===== src/rtl/regfile_pkg.sv =====
// Shared definitions for the scoreboarded register file.
//   DEF_DATA_W / DEF_ADDR_W : default register width and address width
//   reg_addr_t / reg_data_t : register address / data types at the default sizes
//   ZERO_ADDR               : address of the hard-wired zero register
package regfile_pkg;

    localparam int DEF_DATA_W = 16;
    localparam int DEF_ADDR_W = 3;

    typedef logic [DEF_ADDR_W-1:0] reg_addr_t;
    typedef logic [DEF_DATA_W-1:0] reg_data_t;

    localparam reg_addr_t ZERO_ADDR = reg_addr_t'(0);

endpackage : regfile_pkg


===== src/rtl/regfile_read_port.sv =====
// One combinational read port of the register file.
// It applies reset forcing, the zero-register rule, same-cycle write
// forwarding and busy forwarding to the stored value looked up by the top.
// Ports:
//   rst                      : synchronous reset; forces data and busy to 0 while high
//   rd_addr                  : read address
//   stored_data/stored_busy  : storage and scoreboard entries at rd_addr
//   wa_en/wa_addr/wa_data    : write port A (ALU), forwarding source with priority
//   wb_en/wb_addr/wb_data    : write port B (load return), forwarding source; also clears busy
//   rd_data/rd_busy          : resulting read data and busy flag
module regfile_read_port
    import regfile_pkg::*;
#(
    parameter int DATA_W   = DEF_DATA_W,
    parameter int ADDR_W   = DEF_ADDR_W,
    parameter int ZERO_REG = 1,
    parameter int BYPASS   = 1
) (
    input  logic              rst,
    input  logic [ADDR_W-1:0] rd_addr,
    input  logic [DATA_W-1:0] stored_data,
    input  logic              stored_busy,
    input  logic              wa_en,
    input  logic [ADDR_W-1:0] wa_addr,
    input  logic [DATA_W-1:0] wa_data,
    input  logic              wb_en,
    input  logic [ADDR_W-1:0] wb_addr,
    input  logic [DATA_W-1:0] wb_data,
    output logic [DATA_W-1:0] rd_data,
    output logic              rd_busy
);

    logic is_zero_s;
    logic hit_a_s;
    logic hit_b_s;

    assign is_zero_s = (ZERO_REG != 0) && (rd_addr == ADDR_W'(ZERO_ADDR));
    assign hit_a_s   = (BYPASS != 0) && wa_en && (wa_addr == rd_addr);
    assign hit_b_s   = (BYPASS != 0) && wb_en && (wb_addr == rd_addr);

    // Read mux: reset and zero register override everything; port A beats port B.
    always_comb begin
        rd_data = stored_data;
        rd_busy = stored_busy;
        if (rst || is_zero_s) begin
            rd_data = {DATA_W{1'b0}};
            rd_busy = 1'b0;
        end else begin
            if (hit_a_s) begin
                rd_data = wa_data;
            end else if (hit_b_s) begin
                rd_data = wb_data;
            end else begin
                rd_data = stored_data;
            end
            // A returning load makes the register usable in the same cycle.
            if (hit_b_s) begin
                rd_busy = 1'b0;
            end else begin
                rd_busy = stored_busy;
            end
        end
    end

endmodule : regfile_read_port


===== src/rtl/regfile_sb.sv =====
// Two-read / two-write register file with write-through bypass and a
// per-register busy scoreboard for outstanding loads.
// Ports:
//   clk, rst                      : clock, synchronous active-high reset
//   rd1_addr/rd1_data/rd1_busy    : read port 1 (combinational)
//   rd2_addr/rd2_data/rd2_busy    : read port 2 (combinational)
//   wa_en/wa_addr/wa_data         : write port A (ALU result)
//   wb_en/wb_addr/wb_data         : write port B (load return), clears busy
//   claim_en/claim_addr           : mark a register busy when a load issues
//   busy_vec                      : registered busy bits, bit i = register i
//   wr_conflict                   : registered pulse, A and B hit the same address last cycle
module regfile_sb
    import regfile_pkg::*;
#(
    parameter int DATA_W   = DEF_DATA_W,
    parameter int ADDR_W   = DEF_ADDR_W,
    parameter int ZERO_REG = 1,
    parameter int BYPASS   = 1
) (
    input  logic                 clk,
    input  logic                 rst,
    input  logic [ADDR_W-1:0]    rd1_addr,
    output logic [DATA_W-1:0]    rd1_data,
    output logic                 rd1_busy,
    input  logic [ADDR_W-1:0]    rd2_addr,
    output logic [DATA_W-1:0]    rd2_data,
    output logic                 rd2_busy,
    input  logic                 wa_en,
    input  logic [ADDR_W-1:0]    wa_addr,
    input  logic [DATA_W-1:0]    wa_data,
    input  logic                 wb_en,
    input  logic [ADDR_W-1:0]    wb_addr,
    input  logic [DATA_W-1:0]    wb_data,
    input  logic                 claim_en,
    input  logic [ADDR_W-1:0]    claim_addr,
    output logic [2**ADDR_W-1:0] busy_vec,
    output logic                 wr_conflict
);

    localparam int DEPTH = 2**ADDR_W;

    logic [DATA_W-1:0] mem_q [DEPTH];
    logic [DATA_W-1:0] mem_d [DEPTH];
    logic [DEPTH-1:0]  busy_q;
    logic [DEPTH-1:0]  busy_d;
    logic              conflict_q;
    logic              conflict_d;

    // Next-state of storage, scoreboard and conflict flag.
    always_comb begin
        busy_d     = busy_q;
        conflict_d = 1'b0;
        for (int i = 0; i < DEPTH; i++) begin
            mem_d[i] = mem_q[i];
            if ((ZERO_REG != 0) && (i == 0)) begin
                // Zero register: no storage update, never busy.
                mem_d[i]  = {DATA_W{1'b0}};
                busy_d[i] = 1'b0;
            end else begin
                // Port A has priority on a collision; B's data is dropped.
                if (wa_en && (wa_addr == ADDR_W'(i))) begin
                    mem_d[i] = wa_data;
                end else if (wb_en && (wb_addr == ADDR_W'(i))) begin
                    mem_d[i] = wb_data;
                end else begin
                    mem_d[i] = mem_q[i];
                end
                // A new claim outranks a simultaneous load return.
                if (claim_en && (claim_addr == ADDR_W'(i))) begin
                    busy_d[i] = 1'b1;
                end else if (wb_en && (wb_addr == ADDR_W'(i))) begin
                    busy_d[i] = 1'b0;
                end else begin
                    busy_d[i] = busy_q[i];
                end
            end
        end
        // Only a real collision counts; dropped writes to the zero register do not.
        if (wa_en && wb_en && (wa_addr == wb_addr) &&
            !((ZERO_REG != 0) && (wa_addr == ADDR_W'(ZERO_ADDR)))) begin
            conflict_d = 1'b1;
        end else begin
            conflict_d = 1'b0;
        end
    end

    // State registers with synchronous reset; inputs are ignored during reset.
    always_ff @(posedge clk) begin
        if (rst) begin
            for (int i = 0; i < DEPTH; i++) begin
                mem_q[i] <= {DATA_W{1'b0}};
            end
            busy_q     <= {DEPTH{1'b0}};
            conflict_q <= 1'b0;
        end else begin
            for (int i = 0; i < DEPTH; i++) begin
                mem_q[i] <= mem_d[i];
            end
            busy_q     <= busy_d;
            conflict_q <= conflict_d;
        end
    end

    assign busy_vec    = busy_q;
    assign wr_conflict = conflict_q;

    regfile_read_port #(
        .DATA_W   (DATA_W),
        .ADDR_W   (ADDR_W),
        .ZERO_REG (ZERO_REG),
        .BYPASS   (BYPASS)
    ) u_rd1 (
        .rst         (rst),
        .rd_addr     (rd1_addr),
        .stored_data (mem_q[rd1_addr]),
        .stored_busy (busy_q[rd1_addr]),
        .wa_en       (wa_en),
        .wa_addr     (wa_addr),
        .wa_data     (wa_data),
        .wb_en       (wb_en),
        .wb_addr     (wb_addr),
        .wb_data     (wb_data),
        .rd_data     (rd1_data),
        .rd_busy     (rd1_busy)
    );

    regfile_read_port #(
        .DATA_W   (DATA_W),
        .ADDR_W   (ADDR_W),
        .ZERO_REG (ZERO_REG),
        .BYPASS   (BYPASS)
    ) u_rd2 (
        .rst         (rst),
        .rd_addr     (rd2_addr),
        .stored_data (mem_q[rd2_addr]),
        .stored_busy (busy_q[rd2_addr]),
        .wa_en       (wa_en),
        .wa_addr     (wa_addr),
        .wa_data     (wa_data),
        .wb_en       (wb_en),
        .wb_addr     (wb_addr),
        .wb_data     (wb_data),
        .rd_data     (rd2_data),
        .rd_busy     (rd2_busy)
    );

endmodule : regfile_sb

===== config.mk =====
export PLATFORM = sky130hd
export DESIGN_NAME = regfile_sb
export DESIGN_NICKNAME = d
export VERILOG_FILES = /design/src/rtl/regfile_pkg.sv /design/src/rtl/regfile_read_port.sv /design/src/rtl/regfile_sb.sv
export SDC_FILE = /design/constraint.sdc
export NUM_CORES = 1
export LEC_CHECK = 0
export ABC_AREA = 1
export BUFFER_PORTS_ARGS = -buffer_cell sky130_fd_sc_hd__buf_2
export CORE_UTILIZATION = 60
export DETAILED_ROUTE_END_ITERATION = 8
export PLACE_DENSITY = 0.77
export SYNTH_ARGS = -nofsm -noshare
export SYNTH_HDL_FRONTEND = slang
export SYNTH_SLANG_ARGS = --single-unit

===== constraint.sdc =====
create_clock -name clk -period 2.8 [get_ports clk]
set_input_delay 0.56 -clock clk [delete_from_list [all_inputs] [get_ports clk]]
set_output_delay 0.56 -clock clk [all_outputs]
set_load 0.02 [all_outputs]

==> impl_metrics.toml <==
[run_status]
outcome = "finished, final reports clean"

[sta]
hold_ws_ns = 0.445
rsz0062_at_grt = "false"
period_share_pct = 98.6
hold_violations = 0
setup_viol = 0
fmax_ghz = 0.362
finalSetupTns_ns = 0
fin_skew_ns = 0
min_period_ns = 2.76
drv_slew = 0
slew_headroom_pct = 62.3
worst_slew_pin_slew_ns = 0.565

[drt]
drc_errors = 0
via_per_inst = 6.21
drt-initial-drc-count = 1273
routed_wl_um = 36000
wl_per_cell_um = 20.8
dr.pass1.iters = 6
final_antenna_net_count = 0
route.vias.total = 10734

[critical_path]
worstSetupStartpointType = "input pin"
setup.worst_path.end_class = "output port"
cp_data_arrival_time_ns = 2.20
rrSetupSlack_ns = 2.11
worst_path_max_delay_cell = "buf_4"
path_buf_inv = 3
slowest_delay_ns = 0.39
crit_chain = "buf_2, buf_4, nand2_1, nand3_1, nand2_1, nand2_1, nand3_1, a21oi_1, buf_2"
critPathTopFamily = "buffers and inverters"
crit_fanout = 29
critPathRequiredTime_ns = 2.24
path_class = "in -> out"
cp_common_cell = "nand2_1"

[synthesis]
synth_cells = 1470
ys_seq_area_share_pct = 37.4
yosysUniqueCellTypes = 27
synth_edf_count = 112
ys.warnings.count = 0
async_flop_share_pct = 0
ys_seq_elements = 120
ys.flop_type = "edfxtp_1"
synth_area_um2 = 9410
avgSynthCellArea_um2 = 6.40
synth_nets = 1522

[floorplan]
die_y_um = 127
core_um2 = 15300
die_w_um = 127
start_util_pct = 61.7
die_area_um2 = 16200
io_pins = 95
rows = 45

[layout]
nNetsFinal = 1556
layout_commonest_cell = "nand2_1"
most-common-layout-cells = "nand2_1, nand3_1, a21oi_1"
area_delta_synth_final_pct = 14.2
fin_util_pct = 70.4
drive_above_1_share_pct = 13.6
num_antenna_cells = 0

[clock_tree]
hold_buffers = 0
cts_buffer_depth = 2
clkTransAtPathRegs_ns = 0.06
clock_latency_ns = 0.42
clkSinkCount = 120
cts_tree = "done"
cts_resized = 0
cts_root_buf = "clkbuf_16"
numCtsBuffers = 17
h-tree-depth = 4
cts_setup_buffers = 0

[global_routing]
globalRouteMet3Util_pct = 7.71
grt_pass1_vias = 9725
grt_pass1_wl_um = 55100
grt.overflow.total = 0
grt_use_met2_pct = 69.1
grt_max_degree = 61
grt_antenna_before_repair = 0
use_met1_pct = 59.2
grt_busiest_layer = "met2"
grt_util_all_layers_pct = 45.9

[placed_design]
gp_congestion = 0.991
io_buffers = 93
hpwl_um = 24000

[power]
vdd_drop_max_uv = 407
p_per_area_nw_per_um2 = 567
leakagePower_uw = 0.00518

[hold_path]
hp-class = "in -> reg"

[run]
cap_viol_max_count = 0
-- stage by stage --
stage | setup WS [ns] | area, µm² | power (µW) | instances
final | 0.0394 | 10700 | 6100 | 1728
after global placement | 0.214 | 10100 | 3460 | 1696
after floorplan | 0.336 | 9410 | 3030 | 1470
after detailed placement | 0.185 | 10100 | 3480 | 1696
after CTS | 0.127 | 10700 | 6040 | 1728
after global routing | 0.00429 | 10700 | 6270 | 1728
-- synth_stat cells (2+ instances only) --
library cell  instances  area (µm²)
buf_4                 6        45.0
inv_2                12        45.0
dfxtp_1               8         160
nand3_1             250        1250
inv_1               118         443
buf_2                37         185
nand2_4               2        22.5
a21oi_1             138         691
clkbuf_1             64         240
buf_1                25        93.8
nor2_4                5        56.3
nor2_1              130         488
nand2_2               8        50.1
nand2_1             444        1670
edfxtp_1            112        3360
nor3b_1               2        15.0
nand4_1              17         106
o21ai_0              83         415
-- sequential cells by signal (all words and copies together) (netlist names) --
register,cells
mem_q,112
busy_vec,7
wr_conflict,1
-- area by class of cell --
cell class	count	area (µm²)
multi-input cells	1088	4840
clock buffers	18	429
inverters	130	488
clock inverters	14	250
well taps	211	264
fillers	1382	4510
repair buffers	147	946
flip-flops and latches	120	3520
-- routing by layer --
| metal | vias to the layer above | share of wire [%] |
|---|---|---|
| li1 | 4876 | - |
| met2 | 943 | 42 |
| met4 | 0 | 8.6 |
| met3 | 200 | 14 |
| met5 | - | 0 |
| met1 | 4715 | 36 |
-- worst paths after layout --
path / cells after the start / to / from
max reg2reg: 2 / busy_vec[2] / busy_vec[2]
min reg2reg: 2 / busy_vec[1] / busy_vec[1]
min: 3 / busy_vec[3] / claim_addr[1]
max: 9 / rd1_data[3] / rd1_addr[0]
-- cells by family (layout without fill, tap and decap cells) --
| kind of cell | after synthesis | count (layout) | share of synthesized area (%) |
|---|---|---|---|
| other cells | 1 | 1 | 0.0398 |
| xor+xnor | 1 | 1 | 0.0931 |
| compound gates | 224 | 224 | 12.0 |
| simple gates | 862 | 862 | 39.2 |
| flops | 120 | 120 | 37.4 |
| buf+inv | 262 | 309 | 11.2 |
-- worst min-delay path, stage by stage --
cell     delay, ns
buf_2         0.12
nand3_1       0.08
a21oi_1       0.06
-- power breakdown --
group	leakage [µW]	switching, µW	internal (µW)
clock	0.000325	844	1750
sequential	0.00117	71.0	2130
combinational	0.00369	928	376
Power figures use the tool's default switching activity.
